**config.mk**
```make
export PLATFORM = sky130hd
export DESIGN_NAME = lsu_ctrl_flat
export DESIGN_NICKNAME = d
export VERILOG_FILES = /design/src/rtl/lsu_pkg.sv /design/src/rtl/lsu_if.sv /design/src/rtl/lsu_align.sv /design/src/rtl/lsu_ctrl.sv /design/src/flat_wrapper.sv
export SDC_FILE = /design/constraint.sdc
export NUM_CORES = 1
export LEC_CHECK = 0
export CAP_MARGIN = 20
export CORE_ASPECT_RATIO = 1.2
export CORE_MARGIN = 4
export CORE_UTILIZATION = 44
export DETAILED_ROUTE_END_ITERATION = 10
export GPL_TIMING_DRIVEN = 0
export PLACE_DENSITY = 0.94
export SYNTH_ARGS = -nofsm -noshare
export SYNTH_HDL_FRONTEND = slang
export SYNTH_SLANG_ARGS = --single-unit
```
**constraint.sdc**
```tcl
create_clock -name clk_i -period 2.4 [get_ports clk_i]
set_input_delay 0.24 -clock clk_i [delete_from_list [all_inputs] [get_ports clk_i]]
set_output_delay 0.24 -clock clk_i [all_outputs]
set_load 0.05 [all_outputs]
```
**src/rtl/lsu_pkg.sv**
```systemverilog
// lsu_pkg: shared encodings and helpers for the load/store controller.
package lsu_pkg;

  // Access size encodings (2'b11 is reserved and behaves as a word)
  localparam logic [1:0] LSU_SIZE_B = 2'b00;
  localparam logic [1:0] LSU_SIZE_H = 2'b01;
  localparam logic [1:0] LSU_SIZE_W = 2'b10;

  // Controller states
  typedef enum logic [1:0] {
    LSU_IDLE = 2'b00,
    LSU_REQ  = 2'b01,
    LSU_RESP = 2'b10
  } lsu_state_e;

  // True when an access of this size at this byte offset spills into the next word
  function automatic logic lsu_misaligned(input logic [1:0] size, input logic [1:0] off);
    logic mis;
    case (size)
      LSU_SIZE_B: mis = 1'b0;
      LSU_SIZE_H: mis = (off == 2'd3);
      default:    mis = (off != 2'd0);
    endcase
    return mis;
  endfunction

endpackage

```
**src/rtl/lsu_if.sv**
```systemverilog
// lsu_if: data-memory request/grant/response bus between the LSU and memory.
interface lsu_if;
  logic        data_req_o;
  logic        data_we_o;
  logic [3:0]  data_be_o;
  logic [31:0] data_addr_o;
  logic [31:0] data_wdata_o;
  logic        data_gnt_i;
  logic        data_rvalid_i;
  logic        data_err_i;
  logic [31:0] data_rdata_i;

  modport master (
    output data_req_o, data_we_o, data_be_o, data_addr_o, data_wdata_o,
    input  data_gnt_i, data_rvalid_i, data_err_i, data_rdata_i
  );

  modport slave (
    input  data_req_o, data_we_o, data_be_o, data_addr_o, data_wdata_o,
    output data_gnt_i, data_rvalid_i, data_err_i, data_rdata_i
  );
endinterface

```
**src/rtl/lsu_align.sv**
```systemverilog
// lsu_align: combinational lane logic -- byte enables, write-data shift,
// read-data realignment and sign/zero extension.
// LSU_MISALIGNED_EN adds the second-beat (next word) paths.
module lsu_align
  import lsu_pkg::*;
(
  input  logic [31:0] addr_i,
  input  logic [1:0]  size_i,
  input  logic        unsigned_i,
  input  logic [31:0] wdata_i,
`ifdef LSU_MISALIGNED_EN
  input  logic        beat_i,
  input  logic [31:0] rdata_hi_i,
`endif
  input  logic [31:0] rdata_lo_i,
  output logic [3:0]  be_o,
  output logic [31:0] addr_o,
  output logic [31:0] wdata_o,
  output logic [31:0] rdata_o
);

  logic [1:0]  off;
  logic [3:0]  base_mask;
  logic [31:0] raw_rdata;

  assign off = addr_i[1:0];

  // Unshifted lane mask per access size
  always_comb begin
    base_mask = 4'b1111;
    case (size_i)
      LSU_SIZE_B: base_mask = 4'b0001;
      LSU_SIZE_H: base_mask = 4'b0011;
      default:    base_mask = 4'b1111;
    endcase
  end

`ifdef LSU_MISALIGNED_EN
  logic [7:0] mask8;
  assign mask8     = {4'b0000, base_mask} << off;
  assign be_o      = beat_i ? mask8[7:4] : mask8[3:0];
  // Second beat targets the following word; the increment wraps at the top of memory
  assign addr_o    = beat_i ? {addr_i[31:2] + 30'd1, 2'b00} : {addr_i[31:2], 2'b00};
  assign wdata_o   = beat_i ? (wdata_i >> (6'd32 - {1'b0, off, 3'b000}))
                            : (wdata_i << {off, 3'b000});
  // Shift by 32 at off 0 yields zero, so the high word never leaks into aligned loads
  assign raw_rdata = (rdata_lo_i >> {off, 3'b000})
                   | (rdata_hi_i << (6'd32 - {1'b0, off, 3'b000}));
`else
  assign be_o      = base_mask << off;
  assign addr_o    = {addr_i[31:2], 2'b00};
  assign wdata_o   = wdata_i << {off, 3'b000};
  assign raw_rdata = rdata_lo_i >> {off, 3'b000};
`endif

  // Extend the realigned load from bit 7 or bit 15
  always_comb begin
    rdata_o = raw_rdata;
    case (size_i)
      LSU_SIZE_B: rdata_o = {{24{~unsigned_i & raw_rdata[7]}}, raw_rdata[7:0]};
      LSU_SIZE_H: rdata_o = {{16{~unsigned_i & raw_rdata[15]}}, raw_rdata[15:0]};
      default:    rdata_o = raw_rdata;
    endcase
  end

endmodule

```
**src/rtl/lsu_ctrl.sv**
```systemverilog
// lsu_ctrl: load/store controller FSM between execute and the data-memory bus.
// Optional feature macro: LSU_MISALIGNED_EN (split word-crossing accesses into
// two bus beats; when undefined such accesses complete at once with an error).
module lsu_ctrl
  import lsu_pkg::*;
(
  input  logic        clk_i,
  input  logic        rst_ni,
  input  logic        i_exe_wmem,
  input  logic        i_exe_mem2reg,
  input  logic [1:0]  i_exe_size,
  input  logic        i_exe_unsigned,
  input  logic [31:0] i_data_addr,
  input  logic [31:0] i_data_wdata,
  output logic        o_lsu_busy,
  output logic        o_lsu_done,
  output logic        o_lsu_err,
  output logic [31:0] o_data_rdata,
  lsu_if.master       bus
);

  lsu_state_e  state_q, state_d;
  logic [31:0] addr_q, addr_d;
  logic [1:0]  size_q, size_d;
  logic        uns_q, uns_d;
  logic [31:0] wdata_q, wdata_d;
  logic        we_q, we_d;
  logic        done_q, done_d;
  logic        err_q, err_d;
  logic [31:0] rdata_q, rdata_d;
`ifdef LSU_MISALIGNED_EN
  logic        beat_q, beat_d;
  logic [31:0] rdata0_q, rdata0_d;
`endif

  logic        accept;
  logic        req;
  logic [3:0]  al_be;
  logic [31:0] al_addr, al_wdata, al_rdata;

  assign accept     = (i_exe_wmem | i_exe_mem2reg) & (state_q == LSU_IDLE) & ~done_q;
  assign o_lsu_busy = (state_q != LSU_IDLE) | accept;
  assign o_lsu_done = done_q;
  assign o_lsu_err  = err_q;
  assign o_data_rdata = rdata_q;

  // Bus outputs come from registered fields only, so they hold steady while waiting for grant
  assign req              = (state_q == LSU_REQ);
  assign bus.data_req_o   = req;
  assign bus.data_we_o    = req & we_q;
  assign bus.data_be_o    = req ? al_be : 4'b0000;
  assign bus.data_addr_o  = req ? al_addr : 32'd0;
  assign bus.data_wdata_o = req ? al_wdata : 32'd0;

  lsu_align u_align (
    .addr_i     (addr_q),
    .size_i     (size_q),
    .unsigned_i (uns_q),
    .wdata_i    (wdata_q),
`ifdef LSU_MISALIGNED_EN
    .beat_i     (beat_q),
    .rdata_hi_i (beat_q ? bus.data_rdata_i : 32'd0),
    .rdata_lo_i (beat_q ? rdata0_q : bus.data_rdata_i),
`else
    .rdata_lo_i (bus.data_rdata_i),
`endif
    .be_o       (al_be),
    .addr_o     (al_addr),
    .wdata_o    (al_wdata),
    .rdata_o    (al_rdata)
  );

  // Next-state and capture logic for accept, grant and response
  always_comb begin
    state_d = state_q;
    addr_d  = addr_q;
    size_d  = size_q;
    uns_d   = uns_q;
    wdata_d = wdata_q;
    we_d    = we_q;
    done_d  = 1'b0;
    err_d   = 1'b0;
    rdata_d = rdata_q;
`ifdef LSU_MISALIGNED_EN
    beat_d   = beat_q;
    rdata0_d = rdata0_q;
`endif
    case (state_q)
      LSU_IDLE: begin
        if (accept) begin
          addr_d  = i_data_addr;
          size_d  = i_exe_size;
          uns_d   = i_exe_unsigned;
          wdata_d = i_data_wdata;
          we_d    = i_exe_wmem;  // store wins when both requests are raised
          state_d = LSU_REQ;
`ifdef LSU_MISALIGNED_EN
          beat_d  = 1'b0;
`else
          // Word-crossing access cannot be served: finish immediately with an error
          if (lsu_misaligned(i_exe_size, i_data_addr[1:0])) begin
            state_d = LSU_IDLE;
            done_d  = 1'b1;
            err_d   = 1'b1;
            rdata_d = 32'd0;
          end
`endif
        end
      end
      LSU_REQ: begin
        if (bus.data_gnt_i) state_d = LSU_RESP;
      end
      LSU_RESP: begin
        if (bus.data_rvalid_i) begin
          // A second beat only follows an error-free first beat, so this
          // final error is already the OR over all beats
          state_d = LSU_IDLE;
          done_d  = 1'b1;
          err_d   = bus.data_err_i;
          rdata_d = we_q ? 32'd0 : al_rdata;
`ifdef LSU_MISALIGNED_EN
          if (!beat_q && lsu_misaligned(size_q, addr_q[1:0]) && !bus.data_err_i) begin
            state_d  = LSU_REQ;
            done_d   = 1'b0;
            err_d    = 1'b0;
            rdata_d  = rdata_q;
            rdata0_d = bus.data_rdata_i;
            beat_d   = 1'b1;
          end
`endif
        end
      end
      default: state_d = LSU_IDLE;
    endcase
  end

  // State and access registers with synchronous active-low reset
  always_ff @(posedge clk_i) begin
    if (!rst_ni) begin
      state_q  <= LSU_IDLE;
      addr_q   <= 32'd0;
      size_q   <= LSU_SIZE_B;
      uns_q    <= 1'b0;
      wdata_q  <= 32'd0;
      we_q     <= 1'b0;
      done_q   <= 1'b0;
      err_q    <= 1'b0;
      rdata_q  <= 32'd0;
`ifdef LSU_MISALIGNED_EN
      beat_q   <= 1'b0;
      rdata0_q <= 32'd0;
`endif
    end else begin
      state_q  <= state_d;
      addr_q   <= addr_d;
      size_q   <= size_d;
      uns_q    <= uns_d;
      wdata_q  <= wdata_d;
      we_q     <= we_d;
      done_q   <= done_d;
      err_q    <= err_d;
      rdata_q  <= rdata_d;
`ifdef LSU_MISALIGNED_EN
      beat_q   <= beat_d;
      rdata0_q <= rdata0_d;
`endif
    end
  end

endmodule

```
**src/flat_wrapper.sv**
```systemverilog
// flat-port wrapper written by rule: the top's interface ports become plain ports
module lsu_ctrl_flat import lsu_pkg::*;
  (clk_i, rst_ni, i_exe_wmem, i_exe_mem2reg, i_exe_size, i_exe_unsigned, i_data_addr, i_data_wdata, o_lsu_busy, o_lsu_done, o_lsu_err, o_data_rdata, bus_data_req_o, bus_data_we_o, bus_data_be_o, bus_data_addr_o, bus_data_wdata_o, bus_data_gnt_i, bus_data_rvalid_i, bus_data_err_i, bus_data_rdata_i);
  lsu_if bus_i ();
  input  logic clk_i;
  input  logic rst_ni;
  input  logic i_exe_wmem;
  input  logic i_exe_mem2reg;
  input  logic [1:0] i_exe_size;
  input  logic i_exe_unsigned;
  input  logic [31:0] i_data_addr;
  input  logic [31:0] i_data_wdata;
  output logic o_lsu_busy;
  output logic o_lsu_done;
  output logic o_lsu_err;
  output logic [31:0] o_data_rdata;
  output wire logic [$bits(bus_i.data_req_o)-1:0] bus_data_req_o;
  output wire logic [$bits(bus_i.data_we_o)-1:0] bus_data_we_o;
  output wire logic [$bits(bus_i.data_be_o)-1:0] bus_data_be_o;
  output wire logic [$bits(bus_i.data_addr_o)-1:0] bus_data_addr_o;
  output wire logic [$bits(bus_i.data_wdata_o)-1:0] bus_data_wdata_o;
  input wire logic [$bits(bus_i.data_gnt_i)-1:0] bus_data_gnt_i;
  input wire logic [$bits(bus_i.data_rvalid_i)-1:0] bus_data_rvalid_i;
  input wire logic [$bits(bus_i.data_err_i)-1:0] bus_data_err_i;
  input wire logic [$bits(bus_i.data_rdata_i)-1:0] bus_data_rdata_i;
  assign bus_data_req_o = bus_i.data_req_o;
  assign bus_data_we_o = bus_i.data_we_o;
  assign bus_data_be_o = bus_i.data_be_o;
  assign bus_data_addr_o = bus_i.data_addr_o;
  assign bus_data_wdata_o = bus_i.data_wdata_o;
  assign bus_i.data_gnt_i = bus_data_gnt_i;
  assign bus_i.data_rvalid_i = bus_data_rvalid_i;
  assign bus_i.data_err_i = bus_data_err_i;
  assign bus_i.data_rdata_i = bus_data_rdata_i;
  lsu_ctrl u_core (.clk_i(clk_i), .rst_ni(rst_ni), .i_exe_wmem(i_exe_wmem), .i_exe_mem2reg(i_exe_mem2reg), .i_exe_size(i_exe_size), .i_exe_unsigned(i_exe_unsigned), .i_data_addr(i_data_addr), .i_data_wdata(i_data_wdata), .o_lsu_busy(o_lsu_busy), .o_lsu_done(o_lsu_done), .o_lsu_err(o_lsu_err), .o_data_rdata(o_data_rdata), .bus(bus_i));
endmodule
```
==> results of run 1 <==
-- placed cells by master, fill, tap and decap left out, types with 11 or more instances in the layout --
master,count
sky130_fd_sc_hd__nand2_1,159
sky130_fd_sc_hd__clkdlybuf4s50_1,138
sky130_fd_sc_hd__dfxtp_1,102
sky130_fd_sc_hd__a21boi_0,53
sky130_fd_sc_hd__and2_1,40
sky130_fd_sc_hd__clkbuf_1,32
sky130_fd_sc_hd__clkdlybuf4s15_2,30
sky130_fd_sc_hd__nor2_1,28
sky130_fd_sc_hd__mux2i_1,26
sky130_fd_sc_hd__buf_2,24
sky130_fd_sc_hd__a32o_1,23
sky130_fd_sc_hd__nor2b_1,18
sky130_fd_sc_hd__a21oi_1,18
sky130_fd_sc_hd__o2bb2ai_1,16
sky130_fd_sc_hd__a21boi_1,14
sky130_fd_sc_hd__clkbuf_2,12
sky130_fd_sc_hd__buf_4,11
-- power by group through the flow --
stage	registers (mW)	logic [mW]	clock network [mW]
2_1_floorplan	1.99	0.891	0
3_3_place_gp	1.98	1.44	0
3_5_place_dp	1.98	1.46	0
4_1_cts	1.95	1.48	1.51
5_1_grt	1.97	1.61	1.59
6_report	1.96	1.50	1.48
-- flip-flops by register name (all words and copies together), names as in the netlist --
signal / flops
u_core.addr_q: 32
u_core.o_data_rdata: 32
u_core.wdata_q: 32
u_core.size_q: 2
u_core.state_q: 2
u_core.o_lsu_done: 1
u_core.o_lsu_err: 1
u_core.uns_q: 1
u_core.we_q: 1
-- metrics by stage --
stage	area [um^2]	hold WS [ps]	setup TNS [ps]	utilization [%]
6_report	7900	408	0	68.3
5_1_grt	7900	425	-150	68.3
4_1_cts	7900	385	-35.1	68.3
3_5_place_dp	7550	441	-48090	65.3
3_3_place_gp	7550	435	-45960	65.3
2_1_floorplan	5280	375	-167	-
-- repair_timing --
action | CTS | global route
buffers inserted | 3 | 1
endpoints found under the setup margin | 69 | 51
resized for setup | 240 | 37
-- metal layers --
| metal | global-route usage, % | routed length [um] | vias to the layer above |
|---|---|---|---|
| met5 | 0 | 0 | - |
| met2 | 44.5 | 9000 | 241 |
| met1 | 30.8 | 7150 | 2565 |
| met3 | 6.01 | 1360 | 60 |
| li1 | - | - | 2610 |
| met4 | 15.8 | 929 | 0 |
-- final timing paths --
| check | slack, ps | to | cells past startpoint | startpoint |
|---|---|---|---|---|
| max reg2reg | 160 | u_core.o_data_rdata[25] | 8 | u_core.addr_q[0] |
| max | 6 | bus_data_wdata_o[21] | 8 | u_core.addr_q[1] |
| min reg2reg | 450 | u_core.addr_q[26] | 2 | u_core.addr_q[26] |
| min | 410 | u_core.o_lsu_err | 3 | rst_ni |
-- layout make-up --
type	instances	area (um^2)	share of cell area, %
clock inverter	5	53.8	0.681
sequential	104	2080	26.4
buffer	55	284	3.60
tap	157	196	2.49
clock buffer	11	243	3.07
timing repair buffer	211	2000	25.3
inverter	2	11.3	0.143
multi-input combinational	468	3030	38.3
-- worst max-delay path: stages, from the launching register on --
cell	delay, ps
sky130_fd_sc_hd__dfxtp_1	330
sky130_fd_sc_hd__buf_6	150
sky130_fd_sc_hd__buf_4	200
sky130_fd_sc_hd__buf_8	210
sky130_fd_sc_hd__mux2i_4	300
sky130_fd_sc_hd__nor2_1	90
sky130_fd_sc_hd__a21oi_1	170
sky130_fd_sc_hd__nor2_1	90
sky130_fd_sc_hd__buf_2	250
-- kinds of logic after synthesis --
kind of cell,count (synthesis)
and+or+nand+nor,265
AOI/OAI and AO/OA,167
DFF,104
buffers and inverters,61
muxes,34
other,1
==> impl_results.md, run 1 <==
* Share of the clock period used by the worst path at 99.8%
* Clock transition at path regs at about 70 ps
* Min Clock Period, post-route at 2390 ps
* Leakage power at around 3.0 nW
* Routability congestion estimate from global placement at 1.01
* Maximum fanout along the worst path at 10
* Highest clock rate at 0.418 GHz
* Average via count per standard cell at approximately 5.4
* Synth area leaders: sky130_fd_sc_hd__dfxtp_1 (40%), sky130_fd_sc_hd__nand2_1 (12%), sky130_fd_sc_hd__a21boi_0 (7.7%), sky130_fd_sc_hd__mux2i_1 (6.2%), sky130_fd_sc_hd__and2_1 (4.8%)
* Class of the worst hold path: primary input to register
* Num CTS Buffers at 9
* Average wire per cell in the routed design at between 15 and 20 um
* Netlist area before placement at 5180 um^2
* Fin. max-slew vios at 0
* Switching power share of the total at between 30% and 40%
* Number of placed I/O pins at ~210
* Clock sinks at 104
* Number of antenna violations at the first check in global routing at 0
* Total via count after detailed routing at between 5,000 and 6,000
* Clock buffer depth at 2
* Avg Cell Area, Syn at 8.20 um^2
* Horizontal extent of the die at approximately 110 um
* RSZ-0062 raised after global routing: yes
* Netlist cell types at 40
* Iteration count of the initial detailed-routing pass at 5
* Worst-case setup margin in the final layout at approximately 5.8 ps
* Full die area at roughly 14,000 um^2
* CTS H-tree lvls at 3
* # diodes at 0
* Final setup violation count at 0
* Post-synth EDFFs at 0
* Max IR drop VDD at around 360 uV
* Wire length of the first global-routing pass at 28,600 um
* CP endpoint kind: output pin
* Nets at 957
* Post-Place Cells at 997
* Power Dens Cells at roughly 630 nW/um^2
* Required time of the worst setup path at ~2200 ps
* Fin Clk Skew at ~5.7 ps
* Actual transition at the worst max-transition pin at 877 ps
* Vertical die dimension at between 100 and 150 um
* Internal Power at ~3.3 mW
* Data arrival, critical path at 2150 ps
* Switching power total at about 1.7 mW
* Clock tree from TritonCTS: done
* Number of DRC violations after detailed-routing iteration 0 at 362
* Share of synthesized cell area in and, or, nand and nor gates at around 23%
* Number of synthesized register bits at roughly 100
* Proportion of synthesized chip area in sequential cells at approximately two fifths
* Area delta synth->final at 52.4%
* Final Hold Vio Count at 0
* Total of warnings raised by yosys at 0
* Startpoint-to-endpoint class of the critical path: register to output pin
* Area share of the leading cell type in the synthesized netlist at around two fifths
* Number of maximum-capacitance violations at 0
* Part of the power in the clock network at 30.0%
* Effective utilization at floorplan at 44.8%
* Worst-case setup slack after placement at -1040 ps
* Logic pwr share at 30.3%
* Total routing usage reported by global routing at roughly a quarter
* Top cell types by occurrence after synthesis: sky130_fd_sc_hd__nand2_1 (159), sky130_fd_sc_hd__dfxtp_1 (104), sky130_fd_sc_hd__a21boi_0 (53), sky130_fd_sc_hd__clkbuf_1 (41), sky130_fd_sc_hd__and2_1 (40)
* Via count of the first global-routing pass at ~5,600
* Count of mapped cells out of synthesis at around 630
* Final HPWL DP at between 10,000 and 15,000 um
* XOR/XNOR share of the synthesized area at 0%
* Largest family of logic cells by synthesized area: compound AO/OA/AOI/OAI gates
* Kind of launch point of the worst setup path: register
* Dominant synthesized flop cell: sky130_fd_sc_hd__dfxtp_1
* Core region area at about 12,000 um^2
* Fraction of final layout cells sized beyond drive strength 1 at 14.7%
* Clock latency at the later pin of the worst-skew pair at 340 ps
* Post-synthesis share of cell area spent on full adders, half adders and majority gates at 0%
* Leading cell type by number of instances after synthesis: sky130_fd_sc_hd__nand2_1
* Pin count of the biggest net entering global routing at 20
* Cell at the root of the clock tree: sky130_fd_sc_hd__clkbuf_16
* Layout filler cell count at ~920
* Area fraction in compound gates after synthesis at around a quarter
* Aggregate global routing overflow at 0
* Worst slew margin relative to its limit at 41.4%
* Post-synth top area cell: sky130_fd_sc_hd__dfxtp_1
* Buffers added on ports at between 200 and 250
* Standard-cell row count at 43
* Mux share of post-synthesis cell area at between 7 and 8%
* Post-detailed-routing wire length at ~18,000 um
* Number of nets with antenna violations after detailed routing at 0
* Async SR Flop Fraction at 0%
* CTS hold repair buffers at 0
* Part of the power in registers at between 30 and 40%
* Run status: finished, final reports clean
* DR DRC count at 0
* Non-filler instance count after layout at approximately 1,000
* Overall power of the completed layout at approximately 5 mW
Note: power is estimated with default switching activity, not from simulation.
==> run 2: changes to the inputs <==
MAX_ROUTING_LAYER = met4   (was unset)
==> run 2 against run 1 <==
Effect of this change:
- final cell count fell by 0.39%
- utilization shrank 0.39 points
- combinational power about the same
- register-to-register slack got worse by 40 ps
- highest routed layer unchanged
- flip-flop and latch count is the same
- largest cell class unchanged
- non-clock buffer count decreased by 4
- worst hold slack got worse by 16 ps
- fmax grew 3.7%
- die area did not move
- critical path depth shrank 2
- via count grew 0.29%
==> impl_results.md, run 2 (same netlist as run 1, synthesis figures left out) <==
* Clock tree from TritonCTS: done
* # diodes at 0
* Sum of negative setup slack at 0 ps
* Data arrival, critical path at between 2000 and 2500 ps
* Worst-case hold slack at roughly 400 ps
* Post-Place Cells at about 1,000
* Nets at around 950
* RSZ-0062 raised after global routing: no
* Most frequent cells in the layout: sky130_fd_sc_hd__nand2_1 (159), sky130_fd_sc_hd__clkdlybuf4s50_1 (138), sky130_fd_sc_hd__dfxtp_1 (102)
* Effective utilization at floorplan at between 40 and 50%
* Number of placed I/O pins at between 200 and 250
* Final HPWL DP at between 10,000 and 15,000 um
* Max IR drop VDD at roughly 400 uV
* Chain of cells forming the critical path: buf_2, buf_4, clkbuf_2, a211oi_1, a211oi_4, buf_2
* CP endpoint kind: output pin
* Number of maximum-capacitance violations at 0
* Crit path max-delay cell type: sky130_fd_sc_hd__buf_2
* Cell at the root of the clock tree: sky130_fd_sc_hd__clkbuf_16
* Core Util, Final at about two thirds
* Critical path's most frequent cell: sky130_fd_sc_hd__buf_2
* Buffers added on ports at between 200 and 250
* Total non-filler cell area in the finished layout at approximately 8000 um^2
* Final setup violation count at 0
* Clock latency at the later pin of the worst-skew pair at between 300 and 400 ps
* Iteration count of the initial detailed-routing pass at 4
* Power Dens Cells at around 630 nW/um^2
* Startpoint-to-endpoint class of the critical path: register to output pin
* Wire length of the first global-routing pass at roughly 29,000 um
* Required time of the worst setup path at around 2200 ps
* Maximum fanout along the worst path at 10
* Worst slew margin relative to its limit at between 40 and 50%
* Fin Clk Skew at 8.48 ps
* Num CTS Buffers at 9
* Worst r2r src: u_core.addr_q[0]
* Routability congestion estimate from global placement at between 1 and 1.5
* Cells on Worst Hold Path at 3
* Leakage power at just over 3 nW
* Share of the clock period used by the worst path at 96.2%
* Min Clock Period, post-route at approximately 2300 ps
* Highest clock rate at 0.433 GHz
* Kind of launch point of the worst setup path: register
* Post-detailed-routing wire length at between 15,000 and 20,000 um
* Total via count after detailed routing at 5,492
* Worst reg-to-reg setup slack at 120 ps
* Average via count per standard cell at around 5.4
* Met3 layer wire length in the routed design at between 1000 and 1500 um
* Average wire per cell in the routed design at 18.5 um
* Full die area at about 14,000 um^2
* Worst Setup SP: u_core.addr_q[0]
* Vertical die dimension at ~130 um
* Horizontal extent of the die at ~110 um
* Placed cell areas at between 7000 and 8000 um^2
* Largest incremental delay on the critical path at just over 300 ps
* CTS H-tree lvls at 3
* Wl on met1 at 7330 um
* Class of the worst hold path: primary input to register
* Pin count of the biggest net entering global routing at 20
* Fin. max-slew vios at 0
* Number of antenna violations at the first check in global routing at 0
* Number of nets with antenna violations after detailed routing at 0
* Crit path capture: bus_data_wdata_o[30]
* Total routing usage reported by global routing at 28.0%
* Fraction of final layout cells sized beyond drive strength 1 at roughly 15%
* CTS hold repair buffers at 0
* Clock buffer depth at 2
* Most frequent standard cell in the layout excluding fill and tap cells: sky130_fd_sc_hd__nand2_1
* Actual transition at the worst max-transition pin at 897 ps
* Clock transition at path regs at 70 ps
* Wire length on met2 at between 9000 and 10,000 um
* DR DRC count at 0
* Number of DRC violations after detailed-routing iteration 0 at 249
* Run status: finished, final reports clean
* Clock sinks at 104
* Aggregate global routing overflow at 0
* Reg-to-reg critical path endpoint: u_core.o_data_rdata[22]
* Area delta synth->final at 51.5%
* Layout filler cell count at 950
* Highest metal layer used by the detailed router: met4
* Standard-cell row count at 43
* Number of cells on the worst reg-to-reg path at 8
* Core region area at 11,600 um^2
* Final Hold Vio Count at 0
* Via count of the first global-routing pass at approximately 5,600
* Non-filler instance count after layout at between 1,000 and 1,500
==> run 2: routing by layer <==
| layer | GRT usage [%] | up-vias |
|---|---|---|
| met2 | 47.8 | 239 |
| met3 | 5.70 | 46 |
| li1 | - | 2610 |
| met4 | 12.5 | 0 |
| met1 | 31.4 | 2597 |
| met5 | - | - |
==> run 2: layout make-up <==
| cell class | count | area, um^2 | area share (%) |
|---|---|---|---|
| plain buffers | 53 | 287 | 3.65 |
| clock buffers | 12 | 256 | 3.27 |
| clock inverters | 4 | 51.3 | 0.653 |
| inverters | 2 | 11.3 | 0.143 |
| multi-input cells | 468 | 3020 | 38.5 |
| flip-flops and latches | 104 | 2080 | 26.5 |
| well taps | 157 | 196 | 2.50 |
| repair buffers | 209 | 1950 | 24.8 |
==> run 2: worst max-delay path: cells and delay by family, from the launching register on <==
kind                   cells  cell delay, ps
AOI/OAI and AO/OA          2             370
buffers and inverters      4            1050
DFF                        1             300
==> run 2: worst min path at each step <==
stage	startpoint	slack (ps)	end
floorplan	i_data_addr[23]	370	u_core.addr_q[23]
detailed placement	u_core.addr_q[23]	440	u_core.addr_q[23]
CTS	rst_ni	370	u_core.o_lsu_err
global placement	u_core.addr_q[27]	440	u_core.addr_q[27]
global route	rst_ni	410	u_core.o_lsu_err
finish	rst_ni	390	u_core.o_lsu_err
==> run 2: what timing repair did <==
item | in CTS | in global routing
gates resized for setup | 220 | 56
pin swaps | 0 | 0
endpoints found under the setup margin | 69 | 48
buffers inserted | 2 | 0
==> run 2: where the power goes <==
| group | switching (mW) | internal [mW] | leakage, nW |
|---|---|---|---|
| registers | 0.101 | 1.86 | 0.853 |
| logic | 0.920 | 0.573 | 2.02 |
| clock network | 0.645 | 0.869 | 0.149 |
| total | 1.67 | 3.30 | 3.02 |
==> run 2: stage by stage <==
| step | setup WS, ps | total power [mW] |
|---|---|---|
| after floorplan | -84.6 | 2.88 |
| after global placement | -1020 | 3.42 |
| after detailed placement | -1030 | 3.45 |
| after CTS | -38.0 | 4.97 |
| after global routing | 0.473 | 5.19 |
| final | 92.1 | 4.96 |
